===== src/rtl/demux_pkg.sv =====
`default_nettype none
// ============================================================================
// Module      : demux_pkg
// Description : Shared constants and lane-index type for the 1-to-8 demux.
// Revision    : 1.0 - initial release
// ============================================================================
package demux_pkg;

  localparam int N_LANES = 8;
  localparam int SEL_W   = 3;

  typedef logic [SEL_W-1:0] lane_sel_t;

endpackage : demux_pkg
`default_nettype wire


===== src/rtl/demux_1_to_8_dec.sv =====
`default_nettype none
// ============================================================================
// Module      : onehot_dec_3to8
// Description : Combinational 3-to-8 one-hot decoder with enable. All-zero
//               output when disabled, so it directly forms the next lane-valid.
// Revision    : 1.0 - initial release
// ============================================================================
module onehot_dec_3to8
  import demux_pkg::*;
(
  input  lane_sel_t          sel_i,
  input  logic               en_i,
  output logic [N_LANES-1:0] onehot_o
);

  // Set exactly the selected bit when enabled, otherwise nothing
  always_comb begin
    onehot_o = '0;
    if (en_i) begin
      onehot_o[sel_i] = 1'b1;
    end
  end

endmodule : onehot_dec_3to8
`default_nettype wire


===== src/rtl/demux_1_to_8.sv =====
`default_nettype none
// ============================================================================
// Module      : demux_1_to_8
// Description : Registered 1-to-8 demultiplexer. Steers the input word to the
//               selected lane, zeroes every other lane, and flags the active
//               lane with a one-hot valid. One cycle latency, no back-pressure.
// Revision    : 1.0 - initial release
// ============================================================================
module demux_1_to_8
  import demux_pkg::*;
#(
  parameter int DW = 1
) (
  input  logic                  clk,
  input  logic                  rst,
  input  logic [DW-1:0]         in,
  input  lane_sel_t             sel,
  input  logic                  in_valid,
  output logic [N_LANES*DW-1:0] out,
  output logic [N_LANES-1:0]    out_valid
);

  logic [N_LANES-1:0]    dec_w;
  logic [N_LANES*DW-1:0] out_d;
  logic [N_LANES-1:0]    out_valid_d;
  logic [N_LANES*DW-1:0] out_q;
  logic [N_LANES-1:0]    out_valid_q;

  // The decoder output is zero when in_valid is low, which clears every lane
  // and the valid vector in the same stroke -- no stale data survives.
  onehot_dec_3to8 u_dec (
    .sel_i    (sel),
    .en_i     (in_valid),
    .onehot_o (dec_w)
  );

  assign out_valid_d = dec_w;

  // Per-lane AND gating: each lane passes the input only when its decode bit is set
  for (genvar k = 0; k < N_LANES; k++) begin : g_lane
    assign out_d[k*DW +: DW] = in & {DW{dec_w[k]}};
  end

  // Output register bank; asynchronous reset clears outputs without a clock
  always_ff @(posedge clk or posedge rst) begin
    if (rst) begin
      out_q       <= '0;
      out_valid_q <= '0;
    end else begin
      out_q       <= out_d;
      out_valid_q <= out_valid_d;
    end
  end

  assign out       = out_q;
  assign out_valid = out_valid_q;

endmodule : demux_1_to_8
`default_nettype wire


===== config.mk =====
export PLATFORM = sky130hd
export DESIGN_NAME = demux_1_to_8
export DESIGN_NICKNAME = d
export VERILOG_FILES = /design/src/rtl/demux_pkg.sv /design/src/rtl/demux_1_to_8_dec.sv /design/src/rtl/demux_1_to_8.sv
export SDC_FILE = /design/constraint.sdc
export NUM_CORES = 1
export LEC_CHECK = 0
export BUFFER_PORTS_ARGS = -buffer_cell sky130_fd_sc_hd__buf_2
export CAP_MARGIN = 10
export CORE_MARGIN = 4
export CORE_UTILIZATION = 39
export DETAILED_ROUTE_END_ITERATION = 8
export GPL_ROUTABILITY_DRIVEN = 0
export PLACE_DENSITY = 0.73
export SLEW_MARGIN = 25
export SYNTH_ARGS = -nofsm -noshare
export SYNTH_HDL_FRONTEND = slang
export SYNTH_HIERARCHICAL = 1
export SYNTH_SLANG_ARGS = --single-unit

===== constraint.sdc =====
create_clock -name clk -period 0.8 [get_ports clk]
set_clock_uncertainty 0.15 [all_clocks]
set_input_delay 0.16 -clock clk [delete_from_list [all_inputs] [get_ports clk]]
set_output_delay 0.16 -clock clk [all_outputs]
set_load 0.1 [all_outputs]

# Word level (Yosys, flattened, before mapping)
# Cells that the tools add are included.
[totals]
reg_bits = 16
mem_bits_ro = 0
ramBits = 0
input_bits = 7
memories = 0
out_inout_bits = 16
latchBits = 0
[classes]
eq_ne = 0
div_mod_pow = 0
reduce_logical = 1
shifts = 0
muxes = 3
magnitude_cmp = 2
n_addsub = 0
n_bitwise = 8
n_mul = 0
[ops]
columns = ["operator", "count"]
rows = [
  ["$and 1x1->1", 8],
  ["$mux 8", 1],
  ["$lt 3x4->1 const B", 1],
  ["$demux 1 s3", 1],
  ["$ge 3x1->1 const B", 1],
  ["$logic_and 1x1->1", 1],
  ["$mux 1", 1],
]

# Depth between registers and ports, before layout
# Gate-level depths: netlist of the first run.
[logic_depth]
ltp_word = 6
mapped_depth = 2
mapped_depth_nobuf = 2

# Modules after synthesis
# The synthesis of the first run kept the hierarchy.
[modules_own_cells]
columns = ["module", "cells_each", "area_per_inst_um2", "n_inst"]
rows = [
  ["demux_1_to_8", 25, 454.2, 1],
  ["onehot_dec_3to8", 8, 95.1, 1],
]

# Worst setup path after synthesis of the first run
# OpenSTA, ideal clock, no wires.
[synth_path]
path_kind = "reg2out"
start = "reg out_q[0], in the netlist out[0]"
end = "out out[0]"
path_stages_with_launch = 1
t_arrival_ns = 0.883
slack_ns = -0.393
path_buffers = 0
cell_sequence = "dfrtp_1"
[synth_rtl]
columns = ["element", "line", "rtl"]
rows = [
  ["from (decl)", "demux_1_to_8.sv:26", "logic [N_LANES*DW-1:0] out_q;"],
  ["from (signal assigned)", "demux_1_to_8.sv:50", "out_q <= out_d;"],
  ["to (decl)", "demux_1_to_8.sv:19", "output logic [N_LANES*DW-1:0] out,"],
]
# No word-level cell between the ends.

# Worst setup path in the final report of the first run
[layout_path]
start = "reg out_valid_q[0], in the netlist out_valid[0]"
end = "out out_valid[0]"
[layout_rtl]
columns = ["element", "line", "rtl"]
rows = [
  ["from (decl)", "demux_1_to_8.sv:27", "logic [N_LANES-1:0] out_valid_q;"],
  ["from (signal assigned)", "demux_1_to_8.sv:51", "out_valid_q <= out_valid_d;"],
  ["to (decl)", "demux_1_to_8.sv:20", "output logic [N_LANES-1:0] out_valid"],
]
# No word-level cell between the ends.

==> results of run 1 <==
-- routing by layer --
metal  vias to the layer above  global-route usage [%]  part of all wire, %  wire length (µm)
li1                        174                       -                    -                 -
met3                         0                    3.56                   10                96
met1                       168                    9.95                   39               372
met5                         -                       0                    0                 0
met2                        24                    15.9                   51               481
met4                         0                    5.26                    0                 0
-- power breakdown --
group | switching [mW] | internal (mW) | total (mW)
clock network | 0.211 | 0.174 | 0.385
logic | 0.179 | 0.101 | 0.279
registers | 0.0140 | 0.834 | 0.848
-- registers in the layout, indices dropped and copies added (netlist names) --
signal     flops
out            8
out_valid      8
-- cells by family after synthesis --
group,count (synthesis)
flops,16
simple gates,16
buf+inv,1
-- final timing paths --
kind,endpoint
max,out_valid[0]
min,out_valid[0]
max in group asynchronous,out[0]
min in group asynchronous,out[6]
-- per-stage QoR --
step                      area, µm²  util, %  cells  power (mW)  TNS [ns]
final                          1020     77.6     75        1.51     -6.98
after global routing           1020     77.6     75        1.58     -7.42
after CTS                      1020     77.3     75        1.53     -7.17
after detailed placement        986     74.8     71        1.14     -3.78
after global placement          986     74.8     71        1.14     -3.47
after floorplan                 609        -     33        1.02     -1.64
-- what timing repair did --
action | in CTS | in global routing
resized for setup | 0 | 1
pin swaps | 0 | 0
hold endpoints to repair | 17 | 1
setup endpoints to repair | 16 | 32
-- area by class of cell --
class / instances / area (µm²) / area share (%)
sequential: 16 / 460 / 45.0
inverter: 1 / 3.75 / 0.367
tap: 15 / 18.8 / 1.84
multi-input combinational: 16 / 145 / 14.2
timing repair buffer: 24 / 372 / 36.4
clock buffer: 3 / 22.5 / 2.20
-- placed cells by master, fill, tap and decap left out, types with 2 or more instances in the layout --
| cell | netlist | layout |
|---|---|---|
| sky130_fd_sc_hd__dfrtp_4 | 0 | 16 |
| sky130_fd_sc_hd__buf_12 | 0 | 16 |
| sky130_fd_sc_hd__and2_1 | 8 | 8 |
| sky130_fd_sc_hd__buf_2 | 0 | 6 |
| sky130_fd_sc_hd__clkbuf_4 | 0 | 3 |
| sky130_fd_sc_hd__and4bb_1 | 2 | 2 |
| sky130_fd_sc_hd__and4b_2 | 2 | 2 |
==> metrics list, run 1 <==
- Outcome: finished, violations left
- Failing checks: negative hold slack, negative setup slack
* Post-detail-place hpwl: 740 µm
* Initial Util: 41.7%
- CORE AREA: 1320 µm²
- The tightest min-delay check is of the primary input to register type.
* Critical path peak fanout: 1
- Remaining antenna violation count: 0
* First-pass GRT wire length: 1360 µm
- TritonCTS built the clock tree.
- All-Layer GR Usage: 9.42%
* #FFs+latches synth: 16
* CTS max path bufs: 2
- In this run, distinct cell masters in the synthesized netlist total 9.
* Number of buffer and inverter stages on the critical path: 1
- Post-synth design cell area: 549 µm²
- Ranked by instance count, the synthesized netlist is headed by 16 x sky130_fd_sc_hd__dfrtp_1, 8 x sky130_fd_sc_hd__and2_1, 2 x sky130_fd_sc_hd__and4b_2, 2 x sky130_fd_sc_hd__and4bb_1.
* Stages on worst setup path: 1
- The floorplan has 13 rows.
- Area delta synth->final: 86.1%
- Clock-pin slew was measured on the worst setup and hold paths at 0.08 ns.
* Number of standard cells after synthesis: 33
* Fraction of registers with async set/reset: 100%
- Summing the areas of all fa, ha and maj instances in the mapped netlist gives 0% of the synthesized area.
- The repair_antennas step left the layout with diodes totalling 0.
* Kind of cell with the highest combined delay on the critical path: flip-flops
- Cts-stage hold buffer count: 1
- Fraction of synthesized cell area in xor and xnor cells: 0%
- Most area-hungry cell type in the Yosys netlist: sky130_fd_sc_hd__dfrtp_1
- Summing the sequential cell areas from Yosys gives 72.9% of the chip area.
* Drt wl/cell: 12.7 µm
* Max transition margin: 84.1%
- Across the run, the number of max-cap violations was 0.
- The number of setup buffers added after CTS is 0.
- Setup violations remaining at the end of the flow were counted as 16.
* TritonCTS Buffers: 3
- Slew of the pin with the lowest slew margin: 0.237 ns
* Horiz. Die Dim: 45.5 µm
* CP Capture Type: output pin
- Static leakage power: 0.438 nW
* Tcrit/Tclk final: 156%
- In this run the number of H-tree levels came out at 1.
* Primary flip-flop cell chosen by synthesis mapping: sky130_fd_sc_hd__dfrtp_1
- Height of the chip: 45.5 µm
* Cells on Worst Hold Path: 2
* Number of enable-type register cells in the synthesized netlist: 0
- The net count of the finished layout is 69.
- Start point of the worst hold path: sel[0]
* Maximum frequency from static timing analysis: 800 MHz
- Kind of critical path: register to output pin
- Pin count of the biggest net entering global routing: 17
- Fraction of the mapped netlist area in compound gates: 0%
- The largest single stage delay on the critical path is 0.49 ns.
- Proportion of synthesized area in mux cells: 0%
* Synth Area in Simple Gates: 26.4%
* Startpoint class of the critical path: register
* Total congestion overflow after global routing: 0
* Number of clock sinks seen by CTS: 16
- Critical Path AT: 0.94 ns
- Counting I/O delays and the setup requirement, the final critical path takes 1.25 ns.
- Hold slack: -0.0139 ns
- Max Slew Vio Count: 0
- First element of the critical path: out_valid[0]
- The hold violation total from the final report came to 1.
- After detailed routing, the total wire length is 950 µm.
* DRC violations left: 0
- Post-synth top area share: 72.9%
- Yosys printed 6 warnings.
- Worst path cell trace: buf_12
- Root buffer cell: sky130_fd_sc_hd__clkbuf_4
- Power spread over the standard cell area amounts to 1480 nW/µm².
* Number of vias after detailed routing: 366
- Initial DRC count: 10
* Die Area: 2070 µm²
* Worst setup slack after layout: -0.449 ns
* Fill cells: 75
- After synthesis, the largest family of logic cells by area is simple AND/OR/NAND/NOR gates.
- Nets in the synthesized netlist: 40
- Yosys attributes the largest share of cell area to sky130_fd_sc_hd__dfrtp_1 73%, sky130_fd_sc_hd__and2_1 9.1%, sky130_fd_sc_hd__and4bb_1 4.6%.
- For this run, the detailed router's first-pass iteration total came to 4.
- Number of antenna violations at the first check in global routing: 0
- Most instantiated library cell after synthesis: sky130_fd_sc_hd__dfrtp_1
* CP max-delay cell: sky130_fd_sc_hd__dfrtp_4
* Maximum resistive drop on vdd: 999 µV
- Unrepaired setup endpoints after global routing: true
* Endpoint required time on the critical path: 0.49 ns
- Io pins: 23
* Share of post-route cells with drive strength above 1: 78.3%
- Before CTS, the worst setup slack after placement is -0.190 ns.
- Post-DR vias/cell: 4.88
- Post-synthesis area per instance: 16.6 µm²
* Number of buffers inserted by port buffering: 22
- The via count of the first global-routing pass is 332.
No activity file was read; power rests on OpenSTA's default activity.
==> run 2: changes to the inputs <==
Settings changed: CORE_ASPECT_RATIO set to 1.1, CORE_UTILIZATION 39 to 35, PLACE_DENSITY 0.73 to 0.67.
==> run 2 against run 1 <==
Against the previous run:
- the run still ends with negative hold slack, negative setup slack left
- first-iteration DRC count fell by 100%
- core utilization decreased by 3.9 points
- worst setup slack better by 0.00054 ns
- non-clock buffer count unchanged
- flip-flop and latch count did not move
- via count fell by 3.3%
- worst hold slack worse by 0.010 ns
- fmax about the same
- wire length down 1.3%
- cell count rose by 2.7%
- total power rose by 7.9%
- sequential power hardly changed
==> metrics list, run 2 (synthesized netlist as in run 1, its figures left out) <==
- For the worst setup path, the data required time is 0.49 ns.
- Clock-pin slew was measured on the worst setup and hold paths at 0.08 ns.
- Share of post-route cells with drive strength above 1: 78.7%
- The worst hold path belongs to the class primary input to register.
* Horiz. Die Dim: 45.8 µm
- The routed layout has 354 vias.
- The critical path is of the register to output pin type.
- The longest clock path from root to sink contains 2 buffers.
* Total congestion overflow after global routing: 0
- The smallest clock period supported by the final layout is computed as 1.25 ns.
- Highest cell delay on the worst timing path: 0.49 ns
- In the layout the commonest cells are 17 x sky130_fd_sc_hd__buf_12, 16 x sky130_fd_sc_hd__dfrtp_4, 8 x sky130_fd_sc_hd__and2_1.
* Leading cell type in the layout, fill and taps excluded: sky130_fd_sc_hd__buf_12
- Antenna diodes: 0
* Start point of the worst hold path: sel[2]
* Dpl cell area: 1000 µm²
- Area delta synth->final: 90.4%
- Hold slack: -0.0241 ns
* Startpoint class of the critical path: register
- In this run, CTS created clock tree buffers numbering 3.
* Slew of the pin with the lowest slew margin: 0.241 ns
- The first global-routing pass estimated 1470 µm of wire.
- The number of placed instances, taps included, is 72.
- Dividing the detail-routed wire length by the instance count gives 12.2 µm.
- The count of nets left with antenna violations once routing finished came out at 0.
* Max Slew Vio Count: 0
* Worst path cell trace: buf_12
- Post-layout instance area: 1050 µm²
- Outcome: finished, violations left
* Number of buffers inserted to repair setup after CTS: 0
* Setup-violating endpoint count in the final report: 16
- All-Layer GR Usage: 9.14%
- Unrepaired setup endpoints after global routing: true
- Number of buffer and inverter stages on the critical path: 1
* Final cell count without fillers: 77
- Number of clock sinks seen by CTS: 16
- The die is 49.6 µm tall.
- First-pass detailed-route iteration total: 1
* Io pins: 23
* Critical path peak fanout: 1
* Maximum frequency from static timing analysis: 801 MHz
- Post-DR vias/cell: 4.60
- CTS tree: yes
* Root buffer cell: sky130_fd_sc_hd__clkbuf_4
- Kind of cell with the highest combined delay on the critical path: flip-flops
- Row count: 14
* Total Nets Final: 69
- Initial Util: 38.7%
- Critical Path AT: 0.94 ns
- After clock tree synthesis, the flow added hold-fix buffers numbering 1.
- Endpoint of the worst hold-timing path: out_valid[0]
- Across the run, the number of max-cap violations was 0.
- In the routed design, unresolved DRC markers number 0.
* Die Area: 2270 µm²
- The initial antenna violation count was 0.
* Total wire length after detailed routing: 938 µm
- The hold violation total from the final report is 1.
- The worst-case IR drop observed on VDD is 1090 µV.
- CORE AREA: 1420 µm²
- Pwr per Cell Area: 1560 nW/µm²
- Initial DRC count: 0
* Max transition margin: 83.9%
- Failing checks: negative hold slack, negative setup slack
- The via count of the first global-routing pass was 331.
- Tcrit/Tclk final: 156%
- Static leakage power: 0.449 nW
- The worst hold path passes through 2 cells.
* Number of buffers inserted by port buffering: 22
* Worst setup slack after layout: -0.449 ns
- Entering global routing, the biggest net connects 17 pins.
* Maximum level of the CTS H-tree: 1
- The worst setup path is captured at an output pin.
- CP max-delay cell: sky130_fd_sc_hd__dfrtp_4
[run 2: per-stage QoR]
| step | setup TNS, ns | util (%) | setup WS, ns | total power, mW |
|---|---|---|---|---|
| finish | -7.03 | 73.7 | -0.449 | 1.63 |
| global route | -7.50 | 73.7 | -0.477 | 1.70 |
| CTS | -7.25 | 73.7 | -0.461 | 1.66 |
| detailed placement | -3.80 | 70.5 | -0.199 | 1.15 |
| global placement | -3.49 | 70.5 | -0.164 | 1.15 |
| floorplan | -1.64 | - | -0.102 | 1.02 |
[run 2: how the worst max path moves through the flow]
stage	depth (start not counted)	from	slack [ns]	to
after CTS	1	out_valid[0]	-0.46	out_valid[0]
after global placement	3	sel[1]	-0.16	out[4]
after floorplan	0	out[0]	-0.10	out[0]
final	1	out_valid[0]	-0.45	out_valid[0]
after global routing	1	out_valid[0]	-0.48	out_valid[0]
after detailed placement	3	sel[0]	-0.20	out[0]
[run 2: repair_timing]
item / CTS / global route
resized for setup: 0 / 0
pin swaps: 0 / 0
endpoints found under the setup margin: 16 / 16
hold endpoints to repair: 17 / 1
[run 2: final cells by class]
class | instances | area, µm²
fillers | 88 | 373
well taps | 16 | 20.0
multi-input cells | 16 | 145
clock buffers | 4 | 36.3
flip-flops and latches | 16 | 460
inverters | 1 | 3.75
repair buffers | 24 | 380
[run 2: power breakdown]
part | total, mW | leakage (nW) | switching [mW] | internal, mW
clock network | 0.500 | 0.0210 | 0.224 | 0.276
logic | 0.284 | 0.238 | 0.179 | 0.105
registers | 0.848 | 0.190 | 0.0137 | 0.834
total | 1.63 | 0.449 | 0.416 | 1.22
[run 2: layer usage]
layer | up-vias | GRT usage, % | share of wire [%] | wire length, µm
met5 | - | 0 | 0 | 0
met4 | 0 | 5.69 | 0.53 | 5
met3 | 2 | 2.18 | 8.6 | 81
met2 | 15 | 14.4 | 52 | 490
met1 | 165 | 10.7 | 38 | 361
li1 | 172 | - | - | -
